==> src/rtl/sms_sram_bank_ctrl.sv <==
// SRAM bank controller: maps SMS AHB bank accesses onto a single-port synchronous macro,
// with idle-driven light-sleep, stalled wake-up and replay of the access that caused the wake.
module sms_sram_bank_ctrl #(
   parameter int ADDR_W   = 16,
   parameter int WAKE_CYC = 2,
   parameter int IDLE_W   = 8
) (
   input  logic              i_sys_hclk,
   input  logic              i_sys_rst_b,
   input  logic              ram_sel,
   input  logic              ram_write,
   input  logic [2:0]        ram_size,
   input  logic [ADDR_W-1:0] ram_addr,
   input  logic [31:0]       ram_wdata,
   input  logic              ram_idle,
   input  logic              sleep_en,
   input  logic [IDLE_W-1:0] idle_thresh,
   output logic [31:0]       ram_rdata,
   output logic              ram_stall,
   output logic              ram_err,
   output logic              mem_cen,
   output logic [3:0]        mem_wen,
   output logic [ADDR_W-3:0] mem_addr,
   output logic [31:0]       mem_din,
   input  logic [31:0]       mem_dout,
   output logic              mem_ls
);

   // Counter holds the number of WAKE cycles still to pass before the access cycle.
   localparam int              WK_W    = (WAKE_CYC > 1) ? $clog2(WAKE_CYC) : 1;
   localparam logic [WK_W-1:0] WK_LOAD = WK_W'(WAKE_CYC - 1);

   typedef enum logic [1:0] {ST_ACTIVE = 2'd0, ST_SLEEP = 2'd1, ST_WAKE = 2'd2} state_t;

   function automatic logic f_legal(input logic [2:0] size, input logic [1:0] lo);
      case (size)
         3'd0:    return 1'b1;
         3'd1:    return ~lo[0];
         3'd2:    return (lo == 2'b00);
         default: return 1'b0;
      endcase
   endfunction

   function automatic logic [3:0] f_wen(input logic [2:0] size, input logic [1:0] lo);
      case (size)
         3'd0:    return ~(4'b0001 << lo);
         3'd1:    return lo[1] ? 4'b0011 : 4'b1100;
         default: return 4'b0000;
      endcase
   endfunction

   function automatic logic [IDLE_W-1:0] f_sat_inc(input logic [IDLE_W-1:0] v);
      return (&v) ? v : v + 1'b1;
   endfunction

   state_t              r_state, w_next;
   logic                r_pend, r_pend_write;
   logic [2:0]          r_pend_size;
   logic [ADDR_W-1:0]   r_pend_addr;
   logic [31:0]         r_pend_wdata;
   logic [WK_W-1:0]     r_wake_cnt;
   logic [IDLE_W-1:0]   r_idle_cnt;
   logic                r_rd_vld_p1, r_err_p1, r_ls;
   logic [31:0]         r_rdata_hold;

   logic                w_acc_sel, w_acc_write;
   logic [2:0]          w_acc_size;
   logic [ADDR_W-1:0]   w_acc_addr;
   logic [31:0]         w_acc_wdata;
   logic                w_latch, w_clr_pend, w_load_wake, w_legal, w_issue, w_sleep_go;

   assign w_sleep_go = sleep_en & (idle_thresh != '0) & (r_idle_cnt >= idle_thresh) & ~ram_sel;

   always_comb begin
      w_next      = r_state;
      w_acc_sel   = 1'b0;
      w_acc_write = ram_write;
      w_acc_size  = ram_size;
      w_acc_addr  = ram_addr;
      w_acc_wdata = ram_wdata;
      ram_stall   = 1'b0;
      w_latch     = 1'b0;
      w_clr_pend  = 1'b0;
      w_load_wake = 1'b0;
      case (r_state)
         ST_ACTIVE: begin
            w_acc_sel = ram_sel;
            if (w_sleep_go) w_next = ST_SLEEP;
         end
         ST_SLEEP: begin
            if (ram_sel) begin
               w_latch     = 1'b1;
               ram_stall   = 1'b1;
               w_load_wake = 1'b1;
               w_next      = ST_WAKE;
            end else if (!sleep_en) begin
               w_load_wake = 1'b1;
               w_next      = ST_WAKE;
            end
         end
         ST_WAKE: begin
            if (r_wake_cnt == '0) begin
               w_next     = ST_ACTIVE;
               w_clr_pend = 1'b1;
               // Access cycle: replay the held request, or take a fresh one directly.
               if (r_pend) begin
                  w_acc_sel   = 1'b1;
                  w_acc_write = r_pend_write;
                  w_acc_size  = r_pend_size;
                  w_acc_addr  = r_pend_addr;
                  w_acc_wdata = r_pend_wdata;
                  ram_stall   = 1'b1;
               end else begin
                  w_acc_sel = ram_sel;
               end
            end else if (r_pend) begin
               ram_stall = 1'b1;
            end else if (ram_sel) begin
               w_latch   = 1'b1;
               ram_stall = 1'b1;
            end
         end
         default: w_next = ST_ACTIVE;
      endcase
   end

   assign w_legal   = f_legal(w_acc_size, w_acc_addr[1:0]);
   assign w_issue   = w_acc_sel & w_legal;
   assign mem_cen   = ~w_issue;
   assign mem_wen   = (w_issue & w_acc_write) ? f_wen(w_acc_size, w_acc_addr[1:0]) : 4'hF;
   assign mem_addr  = w_acc_addr[ADDR_W-1:2];
   assign mem_din   = w_acc_wdata;
   assign mem_ls    = r_ls;
   assign ram_err   = r_err_p1;
   assign ram_rdata = r_rd_vld_p1 ? mem_dout : (r_err_p1 ? 32'h0 : r_rdata_hold);

   // Stage p1: read-valid / error flags and control state for the following cycle.
   always_ff @(posedge i_sys_hclk or negedge i_sys_rst_b) begin
      if (!i_sys_rst_b) begin
         r_state      <= ST_ACTIVE;
         r_pend       <= 1'b0;
         r_wake_cnt   <= '0;
         r_idle_cnt   <= '0;
         r_rd_vld_p1  <= 1'b0;
         r_err_p1     <= 1'b0;
         r_ls         <= 1'b0;
         r_rdata_hold <= '0;
      end else begin
         r_state     <= w_next;
         r_ls        <= (w_next == ST_SLEEP);
         r_rd_vld_p1 <= w_issue & ~w_acc_write;
         r_err_p1    <= w_acc_sel & ~w_legal;
         if (r_rd_vld_p1) r_rdata_hold <= mem_dout;
         if (w_clr_pend)   r_pend <= 1'b0;
         else if (w_latch) r_pend <= 1'b1;
         if (w_load_wake)
            r_wake_cnt <= WK_LOAD;
         else if (r_state == ST_WAKE && r_wake_cnt != '0)
            r_wake_cnt <= r_wake_cnt - 1'b1;
         if (r_state != ST_ACTIVE || ram_sel || !ram_idle)
            r_idle_cnt <= '0;
         else
            r_idle_cnt <= f_sat_inc(r_idle_cnt);
      end
   end

   always_ff @(posedge i_sys_hclk) begin
      if (w_latch) begin
         r_pend_write <= ram_write;
         r_pend_size  <= ram_size;
         r_pend_addr  <= ram_addr;
         r_pend_wdata <= ram_wdata;
      end
   end

endmodule

==> config.mk <==
export PLATFORM = sky130hd
export DESIGN_NAME = sms_sram_bank_ctrl
export DESIGN_NICKNAME = d
export VERILOG_FILES = /design/src/rtl/sms_sram_bank_ctrl.sv
export SDC_FILE = /design/constraint.sdc
export NUM_CORES = 1
export LEC_CHECK = 0
export CAP_MARGIN = 25
export CORE_UTILIZATION = 48
export DETAILED_ROUTE_END_ITERATION = 8
export HOLD_SLACK_MARGIN = 0.1
export PLACE_DENSITY_LB_ADDON = 0.1
export SYNTH_ARGS = -nofsm -noshare
export SYNTH_HDL_FRONTEND = slang
export SYNTH_SLANG_ARGS = --single-unit
==> constraint.sdc <==
create_clock -name i_sys_hclk -period 4.2 [get_ports i_sys_hclk]
set_input_delay 0.42 -clock i_sys_hclk [delete_from_list [all_inputs] [get_ports i_sys_hclk]]
set_output_delay 0.42 -clock i_sys_hclk [all_outputs]
set_load 0.01 [all_outputs]
# Yosys cells after proc, flatten, opt, wreduce, memory -nomap -nowiden
# Index checks and enable logic that the tools add are counted.
# totals
elab_cells	92
register_bits	99
out_inout_bits	86
# classes
n_shift	1
n_bitwise	13
reduce_logical	12
add_sub_neg	2
mux	45
n_eq_ne	6
order_cmp	1
# ops
operator	count
2-to-1 mux 32 bit	5
2-to-1 mux 16 bit	3
2-to-1 mux 1 bit	20
2-to-1 mux 8 bit	2
2-to-1 mux 3 bit	3
adder 8 x 1 -> 8 bit, second input constant	1
greater-or-equal comparator 8 bit	1
2-to-1 mux 2 bit	4
2-to-1 mux 4 bit	2
case mux 4 bit (2 select lines)	1
AND reduction 8 bit	1
nonzero test 8 bit	1
AND 1 bit	7
case mux 1 bit (2 select lines)	3
case mux 2 bit (3 select lines)	1
nonzero test 2 bit	3
NOT 1 bit	5
equality test 2 x 1 -> 1 bit, second input constant	2
logical NOT 2 bit	2
NOT 4 bit	1
<< shifter 1 x 2 -> 4 bit, first input constant	1
equality test 3 x 1 -> 1 bit, second input constant	1
equality test 3 x 2 -> 1 bit, second input constant	1
logical NOT 3 bit	1
7 further kinds	8

# Depth between registers and ports, before layout
# Gate-level depths: netlist (run 1).
# depth
word_depth	8
ltp_mapped	8
mapped_depth_nobuf	6

# Worst setup path before layout (run 1)
# Ideal clock, no wire load.
# synth_timing
path_type	register to register
from	register r_state[0]
to	register r_pend_addr[0], enable pin
required_time_ps	3792
path_slack_ps	1751
setup_ps	408
synth_period_minus_slack_ps	2449
t_arrival_ps	2041
path_stages_with_launch	6
path_cell_list	dfrtp_1 -> inv_1 -> ha_1 -> nand2_1 -> nor2_1 -> o211a_1
# synth_via
elab_chain_cells	2
# synth_lines
element	line_no	text
from (decl)	56	state_t r_state, w_next;
from (signal assigned)	149	r_state <= w_next;
equality test 2 bit or equality test 2 x 1 -> 1 bit (tied branches)	85	case (r_state)
case mux 1 bit (2 select lines) *	85	
net w_latch	70	logic w_latch, w_clr_pend, w_load_wake, w_legal, w_issue, w_sleep_go;
to (signal assigned)	171	r_pend_addr <= ram_addr;
to (decl)	59	logic [ADDR_W-1:0] r_pend_addr;
# The timed path passes the listed nets; every way through them passes the cells marked *.
# A chain may end at the register's enable or synchronous reset.

# Final worst setup path (run 1)
# layout_timing
from	register r_state[0]
to	output mem_wen[0]
# layout_via
elab_chain_cells	7
# layout_lines
element	line_no	text
equality test 2 bit	85	
2-to-1 mux 3 bit or 2-to-1 mux 16 bit (tied branches)	85	
equality test 3 x 2 -> 1 bit (tied with other cells)	36	case (size)
case mux 1 bit (3 select lines)	36	
AND 1 bit	128	assign w_issue = w_acc_sel & w_legal;
AND 1 bit	130	assign mem_wen = (w_issue & w_acc_write) ? f_wen(w_acc_size, w_acc_addr[1:0]) : 4'hF;
2-to-1 mux 4 bit *	130	
to (decl)	22	output logic [3:0] mem_wen,
# Every way passes the cells marked *; elsewhere a longest branch is shown, timed or not.

==> results of run 1 <==
==> final cells by class <==
class	instances	area [µm²]
fillers	737	2840
flip-flops and latches	99	2740
multi-input cells	332	2050
repair buffers	190	1890
well taps	133	166
clock buffers	12	153
inverters	15	56.3
clock inverters	3	15.0
==> cell families (layout without fill, tap and decap cells) <==
logic type / Yosys count / after routing / synth area share (%)
flops: 99 / 99 / 55.2
buf+inv: 40 / 220 / 3.68
compound gates: 77 / 77 / 12.1
simple gates: 203 / 203 / 17.2
mux: 34 / 34 / 7.66
fa+ha+maj: 13 / 13 / 3.28
xor+xnor: 5 / 5 / 0.882
==> per-layer routing <==
layer,track usage (%),part of all wire (%),up-vias
li1,-,-,2018
met1,29.6,44,1906
met2,35.9,49,134
met3,4.15,5.3,17
met4,8.88,1.9,2
met5,0,0.093,-
==> power groups by stage <==
stage                     combinational [µW]  clock (µW)  sequential [µW]
after floorplan                          526           0             1290
after global placement                  1010           0             1300
after detailed placement                1030           0             1320
after CTS                               1030         563             1290
after global routing                    1100         604             1320
final                                   1020         548             1290
==> registers in the layout (all words and copies together) (netlist names), 2 cells and up <==
name / flops
r_rdata_hold: 32
r_idle_cnt: 8
r_pend_wdata: 32
r_pend_size: 3
r_state: 2
r_pend_addr: 16
==> critical path, delay by kind of cell, from the launching register on <==
family | cells | cell delay (ns)
buf+inv | 2 | 0.65
simple gates | 2 | 0.60
compound gates | 2 | 0.48
flops | 1 | 0.42
fa+ha+maj | 1 | 0.29
==> placed cells by master (no fill, tap or decap), drive strengths merged, types with 12 or more instances in the layout <==
cell type,netlist,layout
edfxtp,52,52
ha,13,13
clkbuf,8,12
inv,15,15
nand2,149,149
nor2,19,19
a22o,32,32
mux2,32,32
clkdlybuf4s50,0,181
dfrtp,47,47
==> path summary, 6_finish.rpt <==
kind | startpoint | endpoint | slack, ns
setup reg to reg | r_state[0]$_DFF_PN0_ | r_pend_addr[2]$_DFFE_PP_ | 2.05
max in group asynchronous | i_sys_rst_b | r_rd_vld_p1$_DFF_PN0_ | 3.63
min in group i_sys_hclk | r_rdata_hold[11]$_DFFE_PN0P_ | r_rdata_hold[11]$_DFFE_PN0P_ | 0.51
hold reg to reg | r_rdata_hold[11]$_DFFE_PN0P_ | r_rdata_hold[11]$_DFFE_PN0P_ | 0.51
setup / recovery | r_state[0]$_DFF_PN0_ | mem_wen[0] | 0.98
hold / removal | i_sys_rst_b | r_rdata_hold[15]$_DFFE_PN0P_ | 0.13
==> metrics by stage <==
step | hold WS, ns | power [µW] | area (µm²) | cells | util [%]
after global routing | 0.197 | 3020 | 7070 | 784 | 71.3
after floorplan | 0.124 | 1820 | 4960 | 471 | -
after global placement | 0.489 | 2320 | 6880 | 768 | 69.4
after CTS | 0.148 | 2890 | 7050 | 783 | 71.1
final | 0.129 | 2870 | 7070 | 784 | 71.3
after detailed placement | 0.496 | 2350 | 6880 | 768 | 69.4
==> flow_metrics.env, run 1 <==
export IMPL_status="finished clean"
export IMPL_drc=0
export IMPL_cts_post_setup_buffers_inserted=0
export IMPL_io_pins=183
export IMPL_p_sw_share_pct=27.7
export IMPL_die_x_um=104
export IMPL_drv_slew=0
export IMPL_rsz0062_at_grt="false"
export IMPL_start_util_pct=50.1
export IMPL_cts_made_buffers=9
export IMPL_layout_nets=757
export IMPL_antenna_cells=0
export IMPL_clock_path_buffers=2
export IMPL_slowest_stage="clkdlybuf4s50_1"
export IMPL_yosysTopAreaCellShare_pct=31.5
export IMPL_yosysMostFrequentCell="nand2_1"
export IMPL_drt_iter0_markers=197
export IMPL_yosysTopAreaCell="edfxtp_1"
export IMPL_synthDistinctLibCells=50
export IMPL_syn_nets=581
export IMPL_p_clk_share_pct=19.1
export IMPL_r2r_cells=7
export IMPL_final_setup_skew_ns=0.00515
export IMPL_crit_fanout=21
export IMPL_dieHeight_um=104
export IMPL_synth_enable_flop_cells=52
export IMPL_core_rowCount=36
export IMPL_core_um2=9910
export IMPL_ir_worst_vdd_v=0.000222
export IMPL_pwr_share_comb_pct=35.7
export IMPL_maxCapViolCount=0
export IMPL_htreeDepth=3
export IMPL_worst_setup_path_end_kind="output port"
export IMPL_worst_setup_path_type="flop to output port"
export IMPL_clock_root_buffer="clkbuf_8"
export IMPL_viasPerCell=5.20
export IMPL_async_flop_share_pct=47.5
export IMPL_overflow=0
export IMPL_routed_wl_mm=11.8
export IMPL_arrival_ns=2.80
export IMPL_tightestPinTransition_ns=0.660
export IMPL_power_density_nw_per_um2=406
export IMPL_synth_area_um2=4960
export IMPL_leakage_uw=0.00292
export IMPL_gp_congestion=0.802
export IMPL_hold_violations=0
export IMPL_synth_seq_cells=99
export IMPL_power_switching_uw=793
export IMPL_period_share_pct=76.6
export IMPL_setup_slack_ns=0.982
export IMPL_ys_warn_count=0
export IMPL_route_detailed_wl_per_inst_um=15.1
export IMPL_syn_inst=471
export IMPL_critPathMaxStageDelay_ns=0.51
export IMPL_clk_latency_ns=0.36
export IMPL_antenna_left=0
export IMPL_dp_hpwl_mm=8.53
export IMPL_yosys_top_cells_area="edfxtp_1, dfrtp_1, nand2_1"
export IMPL_firstDrtPassIters=4
export IMPL_power_internal_uw=2070
export IMPL_ctsResizeCount=0
export IMPL_slew_headroom_pct=56.0
export IMPL_place_ws_ns=1.35
export IMPL_path_cells="inv_1 -> ha_1 -> and3b_2 -> nand3_1 -> a21oi_1 -> o21ai_0 -> clkdlybuf4s50_1"
export IMPL_antenna_found_initial=1
export IMPL_cts_hold_buffers=0
export IMPL_synth_commonest_cells="nand2_1, edfxtp_1, dfrtp_1, a22o_1, mux2_2"
export IMPL_avgSynthCellArea_um2=10.5
export IMPL_path_clk_slew_ns=0.09
export IMPL_cts_sinks=99
export IMPL_grt_usage_pct=22.2
export IMPL_layout_drive_gt1_share_pct=9.83
export IMPL_pwr_share_seq_pct=45.2
export IMPL_required_ns=3.78
export IMPL_die_area_um2=10800
export IMPL_synthFlopType="edfxtp_1"
export IMPL_grt_max_degree=65
export IMPL_areaGrowthSynthToFinish_pct=42.3
export IMPL_post_route_min_period_ns=3.22
export IMPL_startpoint_type="flop"
export IMPL_num_vias=4077
export IMPL_setup_violations=0
export IMPL_grt_pass1_wl_mm=19.1
export IMPL_first_global_vias=3844
export IMPL_hold_class="primary input to asynchronous set/reset pin"
export IMPL_port_buffers=182
export IMPL_finalSetupTns_ns=0
export IMPL_max_freq_mhz=311
export IMPL_cts_tree="done"
export IMPL_yosysSeqAreaShare_pct=55.2
Power figures use the tool's default switching activity.
==> run 2: changes to the inputs <==
CORE_UTILIZATION = 41   (was 48)
clock period = 2.63 ns   (was 4.2 ns; I/O delays follow)
==> run 2 against run 1 <==
  * The flow now finishes with violations (design-rule violations)
  * Worst hold slack gained 0.36 ns
  * Global-route usage shrank 2.6 points
  * Sequential power grew 60%
  * Via count grew 0.74%
  * Sequential cell count is the same
  * Final area grew 3.7%
  * Core utilization shrank 8.2 points
  * Count of clock-buffer cells in the layout shrank 1
  * Clock power grew 110%
  * Critical path depth grew 1
  * Largest cell class unchanged
==> flow_metrics.env, run 2 (synthesis gave the netlist of run 1 again) <==
export IMPL_multiInputGateArea_um2=2050
export IMPL_leakage_uw=0.00310
export IMPL_maxCapViolCount=0
export IMPL_startpoint_type="flop"
export IMPL_pwr_share_seq_pct=42.6
export IMPL_drv_slew=0
export IMPL_final_common_cell="clkdlybuf4s50_1"
export IMPL_grt_usage_pct=19.6
export IMPL_first_global_vias=3957
export IMPL_required_ns=2.37
export IMPL_dr_wl_met2_mm=5.77
export IMPL_reg_largest_list="r_pend_wdata x32, r_rdata_hold x32, r_pend_addr x16"
export IMPL_grt_pass1_wl_mm=19.3
export IMPL_finalPower_uw=4870
export IMPL_cts_made_buffers=9
export IMPL_htreeDepth=3
export IMPL_routed_wl_mm=12.2
export IMPL_max_freq_mhz=396
export IMPL_hold_violations=0
export IMPL_route_detailed_wl_per_inst_um=15.2
export IMPL_viasPerCell=5.11
export IMPL_antenna_found_initial=0
export IMPL_grt_max_degree=65
export IMPL_seq_area_um2=2740
export IMPL_most_common_layout_cells="clkdlybuf4s50_1, nand2_1, edfxtp_1"
export IMPL_r2r_cells=7
export IMPL_gp_congestion=0.825
export IMPL_clock_path_buffers=2
export IMPL_cts_tree="done"
export IMPL_areaGrowthSynthToFinish_pct=47.6
export IMPL_path_clk_slew_ns=0.07
export IMPL_power_density_nw_per_um2=664
export IMPL_antenna_left=0
export IMPL_io_pins=183
export IMPL_core_um2=11600
export IMPL_start_util_pct=42.7
export IMPL_status="finished, violations left"
export IMPL_dp_cells=782
export IMPL_final_cells=803
export IMPL_crit_buf_inv=4
export IMPL_ir_worst_vdd_v=0.000309
export IMPL_setup_violations=0
export IMPL_crit_cells=8
export IMPL_p_sw_share_pct=26.7
export IMPL_path_cells="inv_2 -> ha_2 -> and3b_2 -> buf_4 -> buf_4 -> nand2_1 -> nand2_1 -> clkdlybuf4s50_1"
export IMPL_final_setup_skew_ns=0.00722
export IMPL_power_switching_uw=1300
export IMPL_antenna_cells=0
export IMPL_wl_met1_mm=5.43
export IMPL_setup_slack_ns=0.105
export IMPL_clock_root_buffer="clkbuf_16"
export IMPL_drt_iter0_markers=195
export IMPL_pwr_share_comb_pct=33.8
export IMPL_critPathMaxStageDelay_ns=0.53
export IMPL_slowest_stage="clkdlybuf4s50_1"
export IMPL_worst_setup_path_type="flop to output port"
export IMPL_place_ws_ns=0.200
export IMPL_dieHeight_um=112
export IMPL_num_vias=4107
export IMPL_layout_nets=766
export IMPL_die_x_um=112
export IMPL_die_area_um2=12500
export IMPL_drc=14
export IMPL_arrival_ns=2.26
export IMPL_core_rowCount=39
export IMPL_num_fill_cells=980
export IMPL_firstDrtPassIters=6
export IMPL_p_clk_share_pct=23.7
export IMPL_slew_headroom_pct=56.1
export IMPL_cpLargestDelayFamily="buffers and inverters"
export IMPL_violations="design-rule violations"
export IMPL_clk_latency_ns=0.33
export IMPL_worst_setup_path_end_kind="output port"
export IMPL_period_share_pct=96.0
export IMPL_tightestPinTransition_ns=0.658
export IMPL_power_internal_uw=3570
export IMPL_overflow=0
export IMPL_crit_fanout=10
export IMPL_wl_met3_um=732
export IMPL_cts_sinks=99
export IMPL_post_route_min_period_ns=2.53
export IMPL_hold_class="primary input to asynchronous set/reset pin"
export IMPL_dp_hpwl_mm=8.70
export IMPL_port_buffers=182
export IMPL_top_layer="met4"
export IMPL_layout_drive_gt1_share_pct=10.9
run 2: cell count changes in the layout (fill, tap and decap cells not counted), moves of 2 or more:
cell / previous run / this run
clkdlybuf4s50_1: 181 / 169
dlymetal6s2s_1: 0 / 11
clkbuf_8: 10 / 0
clkbuf_16: 0 / 9
buf_4: 7 / 10
buf_12: 1 / 3
clkbuf_1: 0 / 2
clkbuf_4: 2 / 0
run 2: path summary, 6_finish.rpt:
check | startpoint | to | slack [ns]
max | r_state[0]$_DFF_PN0_ | mem_addr[7] | 0.10
min | i_sys_rst_b | r_rdata_hold[23]$_DFFE_PN0P_ | 0.49
max reg2reg | r_state[0]$_DFF_PN0_ | r_pend_wdata[7]$_DFFE_PP_ | 0.83
min reg2reg | r_rdata_hold[29]$_DFFE_PN0P_ | r_rdata_hold[29]$_DFFE_PN0P_ | 0.51
max in group asynchronous | i_sys_rst_b | r_idle_cnt[6]$_DFFE_PN0P_ | 1.43
min in group i_sys_hclk | r_rdata_hold[29]$_DFFE_PN0P_ | r_rdata_hold[29]$_DFFE_PN0P_ | 0.51
run 2: metrics by stage:
stage               util, %  hold WS, ns  TNS [ns]  cell area (µm²)
floorplan                 -      -0.0326         0             4960
global placement       59.8        0.320         0             6950
detailed placement     59.8        0.325         0             6950
CTS                    62.6        0.489         0             7270
global route           63.1        0.501   -0.0416             7330
finish                 63.1        0.485         0             7330
run 2: timing repair:
| action | CTS | global route |
|---|---|---|
| hold buffers | 1 | 0 |
| setup endpoints to repair | 40 | 40 |
| setup buffers | 2 | 2 |
| gates cloned | 1 | 0 |
| resized for setup | 5 | 16 |
| endpoints found under the hold margin | 28 | 0 |
run 2: metal layers:
layer  vias to the layer above  GRT usage [%]
li1                       2032              -
met1                      1931           25.6
met2                       125           32.6
met3                        19           3.19
met4                         0           8.09
met5                         -              0
run 2: layout make-up:
type | instances | share of cell area, %
clock inverters | 4 | 0.256
flip-flops and latches | 99 | 37.4
inverters | 15 | 0.769
repair buffers | 199 | 27.9
multi-input cells | 332 | 28.0
well taps | 143 | 2.44
clock buffers | 11 | 3.18
run 2: worst reg2reg max path: cells and delay by family, from the launching register on:
kind / cells / cell delay [ns]
buffers and inverters: 3 / 0.49
AO/OA/AOI/OAI: 1 / 0.21
flip-flops: 1 / 0.39
AND/OR/NAND/NOR: 2 / 0.16
adder cells (fa/ha/maj): 1 / 0.19
run 2: power by group through the flow:
stage	Sequential [µW]	Clock, µW	Combinational, µW
global placement	2080	0	1630
finish	2070	1150	1640
global route	2110	1250	1760
detailed placement	2110	0	1660
CTS	2070	1200	1670
floorplan	2060	0	841
